File: src/rtl/input_router_vc_if.sv
// Flit channel between the input buffer, the route stage and the switch allocator.
// The slave modport is the router side; the master modport drives and observes it.
interface input_router_vc_if #(
  parameter int FLIT_W = 34,
  parameter int VC_W   = 1
);
  logic              flit_valid_i;
  logic [FLIT_W-1:0] flit_i;
  logic              flit_ready_o;
  logic              flit_valid_o;
  logic [FLIT_W-1:0] flit_o;
  logic [VC_W-1:0]   vc_id_o;
  logic [4:0]        router_port_o;
  logic              flit_ready_i;

  modport slave (
    input  flit_valid_i, flit_i, flit_ready_i,
    output flit_ready_o, flit_valid_o, flit_o, vc_id_o, router_port_o
  );

  modport master (
    output flit_valid_i, flit_i, flit_ready_i,
    input  flit_ready_o, flit_valid_o, flit_o, vc_id_o, router_port_o
  );
endinterface

File: src/rtl/input_router_vc.sv
// NoC input-port route stage: XY route computed on head flits, held per VC until the tail,
// and presented through one registered valid/ready output stage.
module input_router_vc #(
  parameter int FLIT_W = 34,
  parameter int NUM_VC = 2,
  parameter int X_W    = 2,
  parameter int Y_W    = 2,
  parameter int ERR_W  = 8
) (
  input  logic                  clk,
  input  logic                  arst,
  input  logic [X_W-1:0]        router_x_i,
  input  logic [Y_W-1:0]        router_y_i,
  input_router_vc_if.slave      bus,
  output logic                  err_o,
  output logic [ERR_W-1:0]      err_cnt_o
);
  localparam int VC_W = (NUM_VC > 1) ? $clog2(NUM_VC) : 1;

  localparam logic [4:0] PORT_N     = 5'b00001;
  localparam logic [4:0] PORT_S     = 5'b00010;
  localparam logic [4:0] PORT_W     = 5'b00100;
  localparam logic [4:0] PORT_E     = 5'b01000;
  localparam logic [4:0] PORT_LOCAL = 5'b10000;

  typedef enum logic [1:0] {
    HEAD      = 2'b00,
    BODY      = 2'b01,
    TAIL      = 2'b10,
    HEAD_TAIL = 2'b11
  } flit_type_e;

  // Valid/ready: a flit moves whenever valid and ready are both high at a clock edge.
  // The output register may load when it is empty or being drained this cycle, and
  // it holds its contents unchanged while flit_valid_o && !flit_ready_i.
  logic [NUM_VC-1:0] entry_valid;
  logic [4:0]        entry_route [NUM_VC];

  flit_type_e        flit_type;
  logic [X_W-1:0]    x_dest;
  logic [Y_W-1:0]    y_dest;
  logic [VC_W-1:0]   vc;
  logic              vc_ok;
  logic              is_head;
  logic              stored_valid;
  logic [4:0]        stored_route;
  logic [4:0]        route_calc;
  logic [4:0]        out_route;
  logic              accept;
  logic              fwd;
  logic              err;

  assign bus.flit_ready_o = !bus.flit_valid_o || bus.flit_ready_i;
  assign accept           = bus.flit_valid_i && bus.flit_ready_o;

  always_comb begin
    flit_type    = flit_type_e'(bus.flit_i[FLIT_W-1 -: 2]);
    x_dest       = bus.flit_i[FLIT_W-3 -: X_W];
    y_dest       = bus.flit_i[FLIT_W-3-X_W -: Y_W];
    vc           = bus.flit_i[VC_W-1:0];
    vc_ok        = (32'(vc) < 32'(NUM_VC));
    is_head      = (flit_type == HEAD) || (flit_type == HEAD_TAIL);
    stored_valid = 1'b0;
    stored_route = '0;
    if (vc_ok) begin
      stored_valid = entry_valid[vc];
      stored_route = entry_route[vc];
    end

    // X is resolved before Y, which keeps XY routing deadlock-free on a mesh.
    route_calc = PORT_LOCAL;
    if (x_dest > router_x_i)      route_calc = PORT_E;
    else if (x_dest < router_x_i) route_calc = PORT_W;
    else if (y_dest < router_y_i) route_calc = PORT_N;
    else if (y_dest > router_y_i) route_calc = PORT_S;

    out_route = is_head ? route_calc : stored_route;
    fwd       = vc_ok && (is_head || stored_valid);
    // A head on an open entry and a body/tail on a closed entry are both protocol errors.
    err       = !vc_ok || (is_head == stored_valid);
  end

  always_ff @(posedge clk) begin
    if (arst) begin
      bus.flit_valid_o  <= 1'b0;
      bus.flit_o        <= '0;
      bus.vc_id_o       <= '0;
      bus.router_port_o <= '0;
      err_o             <= 1'b0;
      err_cnt_o         <= '0;
      entry_valid       <= '0;
    end else begin
      if (bus.flit_ready_o) begin
        bus.flit_valid_o  <= accept && fwd;
        bus.router_port_o <= '0;
        if (accept && fwd) begin
          bus.flit_o        <= bus.flit_i;
          bus.vc_id_o       <= vc;
          bus.router_port_o <= out_route;
        end
      end

      err_o <= accept && err;
      if (accept && err && (err_cnt_o != '1)) err_cnt_o <= err_cnt_o + ERR_W'(1);

      if (accept && vc_ok) begin
        unique case (flit_type)
          HEAD: begin
            entry_valid[vc] <= 1'b1;
            entry_route[vc] <= route_calc;
          end
          HEAD_TAIL, TAIL: entry_valid[vc] <= 1'b0;
          BODY:            ;
        endcase
      end
    end
  end
endmodule
File: src/flat_wrapper.sv
// flat-port wrapper written by rule: the top's interface ports become plain ports
module input_router_vc_flat 
#(
  parameter int FLIT_W = 34,
  parameter int NUM_VC = 2,
  parameter int X_W    = 2,
  parameter int Y_W    = 2,
  parameter int ERR_W  = 8
)
  (clk, arst, router_x_i, router_y_i, err_o, err_cnt_o, bus_flit_valid_i, bus_flit_i, bus_flit_ready_i, bus_flit_ready_o, bus_flit_valid_o, bus_flit_o, bus_vc_id_o, bus_router_port_o);
  input_router_vc_if #(.FLIT_W(FLIT_W)) bus_i ();
  input  logic clk;
  input  logic arst;
  input  logic [X_W-1:0] router_x_i;
  input  logic [Y_W-1:0] router_y_i;
  output logic err_o;
  output logic [ERR_W-1:0] err_cnt_o;
  input wire logic [$bits(bus_i.flit_valid_i)-1:0] bus_flit_valid_i;
  input wire logic [$bits(bus_i.flit_i)-1:0] bus_flit_i;
  input wire logic [$bits(bus_i.flit_ready_i)-1:0] bus_flit_ready_i;
  output wire logic [$bits(bus_i.flit_ready_o)-1:0] bus_flit_ready_o;
  output wire logic [$bits(bus_i.flit_valid_o)-1:0] bus_flit_valid_o;
  output wire logic [$bits(bus_i.flit_o)-1:0] bus_flit_o;
  output wire logic [$bits(bus_i.vc_id_o)-1:0] bus_vc_id_o;
  output wire logic [$bits(bus_i.router_port_o)-1:0] bus_router_port_o;
  assign bus_i.flit_valid_i = bus_flit_valid_i;
  assign bus_i.flit_i = bus_flit_i;
  assign bus_i.flit_ready_i = bus_flit_ready_i;
  assign bus_flit_ready_o = bus_i.flit_ready_o;
  assign bus_flit_valid_o = bus_i.flit_valid_o;
  assign bus_flit_o = bus_i.flit_o;
  assign bus_vc_id_o = bus_i.vc_id_o;
  assign bus_router_port_o = bus_i.router_port_o;
  input_router_vc #(.FLIT_W(FLIT_W), .NUM_VC(NUM_VC), .X_W(X_W), .Y_W(Y_W), .ERR_W(ERR_W)) u_core (.clk(clk), .arst(arst), .router_x_i(router_x_i), .router_y_i(router_y_i), .bus(bus_i), .err_o(err_o), .err_cnt_o(err_cnt_o));
endmodule
File: config.mk
export PLATFORM = sky130hd
export DESIGN_NAME = input_router_vc_flat
export DESIGN_NICKNAME = d
export VERILOG_FILES = /design/src/rtl/input_router_vc_if.sv /design/src/rtl/input_router_vc.sv /design/src/flat_wrapper.sv
export SDC_FILE = /design/constraint.sdc
export NUM_CORES = 1
export LEC_CHECK = 0
export ABC_CLOCK_PERIOD_IN_PS = 3900
export CAP_MARGIN = 20
export CORE_MARGIN = 10
export CORE_UTILIZATION = 48
export DETAILED_ROUTE_END_ITERATION = 8
export GPL_TIMING_DRIVEN = 0
export PLACE_DENSITY = 0.84
export SLEW_MARGIN = 20
export SYNTH_ARGS = -nofsm -noshare
export SYNTH_HDL_FRONTEND = slang
export SYNTH_SLANG_ARGS = --single-unit
File: constraint.sdc
create_clock -name clk -period 3.9 [get_ports clk]
set_input_delay 0.78 -clock clk [delete_from_list [all_inputs] [get_ports clk]]
set_output_delay 0.78 -clock clk [all_outputs]
set_load 0.05 [all_outputs]
# Word level (Yosys, flattened, before mapping)
# Memories as Yosys holds them, arrays and structs flattened.
# Cells that the tools add are included.
# word_totals
inputBits	42
mem_count	1
output_inout_bits	51
ff_bits	52
word_cells	51
ram_bits	10
# mem_list
memory	words	word_bits	read_ports	rd_ports_with_merged_regs	write_ports	line	source
u_core.entry_route	2	5	1	0	1	input_router_vc.sv:37	logic [4:0] entry_route [NUM_VC];
# op_classes
reduce_logical	14
order_cmp	6
n_mux	15
addsub	1
n_eq_ne	4
bitwise	3
# op_table
operator	count
two-way mux 5 bit	6
adder 8 x 1 -> 8 bit (second input constant)	1
!= test 8 bit (second input constant)	1
two-way mux 1 bit	7
logical AND 1 bit	5
== test 2 bit (second input constant)	2
greater-than comparator 2 bit	2
< comparator 2 bit	2
one-hot mux 2 bit (2 select lines)	1
AND reduction 2 bit	2
logical OR 1 bit	3
AND 2 bit	1
zero test 2 bit	1
< comparator 1 x 2 -> 1 bit (second input constant)	1
NOT 2 bit	1
bitwise OR 2 bit	1
nonzero test 2 bit	1
OR reduction 2 bit	1
demux 1 bit (select 1 bit)	1
== test 1 bit	1
greater-or-equal comparator 1 bit (second input constant)	1
zero test 1 bit	1

# Depth between registers and ports, before layout
# Gate-level depths: netlist of run 1.
# logic_depth
ltp_word	7
depth_mapped	8
depth_no_buf	7

# Worst setup path before layout of run 1
# Ideal clock, no wire load.
# synth_timing
path_kind	input -> register
from	input bus_flit_i[0]
to	register u_core.err_cnt_o[6]
required_ns	3.784
arrival_ns	2.416
setup_ns	0.116
path_buffers	1
path_slack_ns	1.368
path_stages	7
path_cell_list	buf_2 > mux2i_1 > ha_1 > and2b_2 > nand3_1 > or4b_1 > o211a_1
# synth_between
elab_chain_len	5
# synth_lines
element	line	source
start: declaration	flat_wrapper.sv:19	input wire logic [$bits(bus_i.flit_i)-1:0] bus_flit_i;
two-way mux 1 bit (implied by the code) (2 in series)	input_router_vc.sv:66	stored_valid = entry_valid[vc];
== test 1 bit	input_router_vc.sv:80	err = !vc_ok || (is_head == stored_valid);
logical AND 1 bit (2 in series)	input_router_vc.sv:104	if (accept && err && (err_cnt_o != '1)) err_cnt_o <= err_cnt_o + ERR_W'(1);
end signal: assignment	input_router_vc.sv:104	
end: declaration	input_router_vc.sv:16	output logic [ERR_W-1:0] err_cnt_o
# Every way passes these cells. The select of a mux whose other input is x is not followed.
# A chain may end at the register's enable or synchronous reset.

# Final worst setup path of run 1
# layout_timing
from	input bus_flit_ready_i
to	output bus_flit_ready_o
# layout_between
elab_chain_len	1
# layout_lines
element	line	source
start: declaration	flat_wrapper.sv:20	input wire logic [$bits(bus_i.flit_ready_i)-1:0] bus_flit_ready_i;
logical OR 1 bit	input_router_vc.sv:53	assign bus.flit_ready_o = !bus.flit_valid_o || bus.flit_ready_i;
end: declaration	flat_wrapper.sv:21	output wire logic [$bits(bus_i.flit_ready_o)-1:0] bus_flit_ready_o;
# Every way passes these cells.

==> reports/qor.txt, run 1 <==
status = complete, no violations
register area = 0.001321 sq mm
Multi-input gate area = 0.001131 sq mm
Crit path required time = 3.12 ns
Power Total = 0.001525 W
detailed-route DRC error count = 0
Worst Max-Slew Pin Slew = 1.022 ns
drt pass-1 iters = 4
row count = 26
DR WL/cell = 15.41 um
Clock Latency Late Sink = 0.33 ns
startpoint types = input pin
crit-path cells = clkdlybuf4s50_1, nor2b_4, buf_6, inv_1, buf_2, clkdlybuf4s50_1
Max H-tree Level = 3
FF+latch count, synth = 61
die height = 93.32 um
main flop type after synthesis = dfxtp_1
Max Slew Vio Count = 0
register area share after synthesis = 51.21%
EDFF count, synth = 10
total CTS buffers = 9
Nets = 444
initial antenna violation count = 0
Mapped Area = 0.002580 sq mm
share of cells above drive strength 1 = 6.818%
Sink Count = 61
max_slew headroom = 30.93%
peak supply drop = 0.2976 mV
crit path kind = input pin to output pin
ANT nets after route = 0
post-synth cell types = 39
Post-CTS Resized = 0
Die ar. = 0.008708 sq mm
crit end category = output pin
half-perimeter wire length after placement = 5385 um
port buffer count = 91
Initial Util = 49.88%
fin cells = 466
grt ovf = 0
final worst-path cycle share = 86.95%
Layout area overhead = 45.49%
Avg Inst Size Synth = 8.896 sq um
unrepaired setup endpoints after global routing = false
diode count = 0
Via-to-Cell Ratio = 5.047
clk root buf = clkbuf_8
top post-synthesis cells by area = dfxtp_1 (40%), nand2_1 (12%), edfxtp_1 (12%), a21oi_1 (7.8%), ha_1 (4.8%)
top-count cell post-synth = nand2_1
P_leak = 1.415 nW
Cell Pwr Density = 406.3 mW/mm^2
first-pass GRT wire length = 11,600 um
# fillers = 408
placed insts = 451
ys async rst share = 0%
Max stage delay on crit path = 0.85 ns
most frequent CP cell = clkdlybuf4s50_1
Placer Congestion = 0.8203
first-iteration detailed-routing DRC count = 76
Hold-fix buffers, CTS = 0
Synthesis Warnings = 0
Post-Syn Nets = 342
core region area = 0.005172 sq mm
Fin. Hold Viols = 0
TritonCTS clock tree = built
routed wire length = 7181 um
Slowest-stage cell, CP = clkdlybuf4s50_1
vias in the first global route = 2,393
Max Cap Viol = 0
Synth Instances = 290
worst hold path class = flop to flop
Die X-Extent = 93.32 um
vias = 2,352
clk_skew = 0.009508 ns
clock buffer depth = 2
Post-synth top cells = nand2_1 (81), dfxtp_1 (51), a21oi_1 (40)
largest net degree at the start of global routing = 11
setup bufs post-CTS = 0
final setup vio count = 0
fmax = 0.2949 GHz
crit path max fanout = 10
worst endpoint data arrival time = 2.61 ns
post-route setup TNS = 0 ns
clk slew on worst S/H paths = 0.06 ns
# IOs = 93
gr usage total = 16.51%
post-synthesis cell type with the largest combined area = dfxtp_1
min Tclk post-route = 3.391 ns
share of the synthesized area in the top cell type = 39.57%
==> logic make-up (layout without fill, tap and decap cells) <==
family / after synthesis / in the layout / synth area share (%)
multiplexers: 11 / 11 / 4.268
AND/OR/NAND/NOR: 121 / 121 / 21.58
AO/OA/AOI/OAI: 57 / 57 / 12.56
flip-flops: 61 / 61 / 51.21
buffers and inverters: 29 / 135 / 5.189
XOR/XNOR: 1 / 1 / 0.3395
adder cells (fa/ha/maj): 10 / 10 / 4.850
==> worst paths after layout <==
path         cells after the start  slack (ns)                  endpoint                     from
min reg2reg                      2        0.45      u_core.bus.flit_o[6]     u_core.bus.flit_o[6]
min                              2        0.45      u_core.bus.flit_o[6]     u_core.bus.flit_o[6]
max reg2reg                      6        1.68  u_core.entry_route[1][4]  u_core.bus.flit_valid_o
max                              6        0.51          bus_flit_ready_o         bus_flit_ready_i
==> critical path: cells and delay by family <==
kind | cells | cell delay [ns]
buffers and inverters | 5 | 1.77
AND/OR/NAND/NOR | 1 | 0.05
==> through the flow <==
step / hold slack, ns / instance area [sq um] / util (%) / setup slack [ns]
floorplan: 0.4596 / 2580 / - / 1.368
global placement: 0.4409 / 3578 / 69.18 / 0.5375
detailed placement: 0.4455 / 3578 / 69.18 / 0.5162
CTS: 0.4543 / 3747 / 72.45 / 0.5065
global route: 0.4731 / 3754 / 72.57 / 0.4511
finish: 0.4517 / 3754 / 72.57 / 0.5090
==> per-layer routing <==
layer,global-route usage [%],vias up,share of wire (%)
met2,26.62,66,47
li1,-,1186,-
met3,5.356,9,7.4
met4,7.069,0,1.0
met1,19.65,1091,45
met5,0,-,0
==> flip-flops by register name, summed over array words and instances, names as in the netlist, named ones only <==
signal,cells
u_core.bus.flit_o,34
u_core.err_o,1
u_core.bus.flit_valid_o,1
u_core.err_cnt_o,8
u_core.entry_route,10
u_core.bus.router_port_o,5
==> report_power, final <==
part           switching [W]  internal [W]
Combinational       0.000211      0.000131
Clock               0.000234      0.000260
Sequential         0.0000161      0.000672
Total               0.000462       0.00106
==> final cells by class <==
type / count / area share (%)
buffer: 18 / 2.467
clock buffer: 13 / 4.233
clock inverter: 2 / 0.2667
inverter: 11 / 1.100
multi-input combinational: 200 / 30.13
sequential: 61 / 35.20
tap: 70 / 2.333
timing repair buffer: 91 / 24.27
==> cells in the final DEF (no fill, tap or decap), types with 2 or more instances in the layout <==
master,synthesis,final
clkdlybuf4s50_1,0,91
nand2_1,81,81
dfxtp_1,51,51
a21oi_1,40,40
nor2_1,12,12
clkbuf_1,10,12
mux2i_1,11,11
clkbuf_8,0,11
inv_1,10,10
ha_1,10,10
edfxtp_1,10,10
buf_2,5,5
o21ai_0,5,5
nand4_1,5,5
o211ai_1,4,4
and2_1,3,3
or3_1,3,3
nor2b_1,2,2
a2111oi_0,2,2
buf_6,2,2
nand3_1,2,2
nor3_1,2,2
clkinv_2,0,2
Power figures use the tool's default switching activity.
==> inputs of run 2 (changes only) <==
--- a/config.mk
+++ b/config.mk
@@ -10,6 +10,7 @@
 export CORE_MARGIN = 10
 export CORE_UTILIZATION = 48
 export DETAILED_ROUTE_END_ITERATION = 8
+export GPL_ROUTABILITY_DRIVEN = 0
 export GPL_TIMING_DRIVEN = 0
 export PLACE_DENSITY = 0.84
 export SLEW_MARGIN = 20
==> results of run 2 <==
Same layout as run 1: the final DEF is identical, and so are final timing and power.
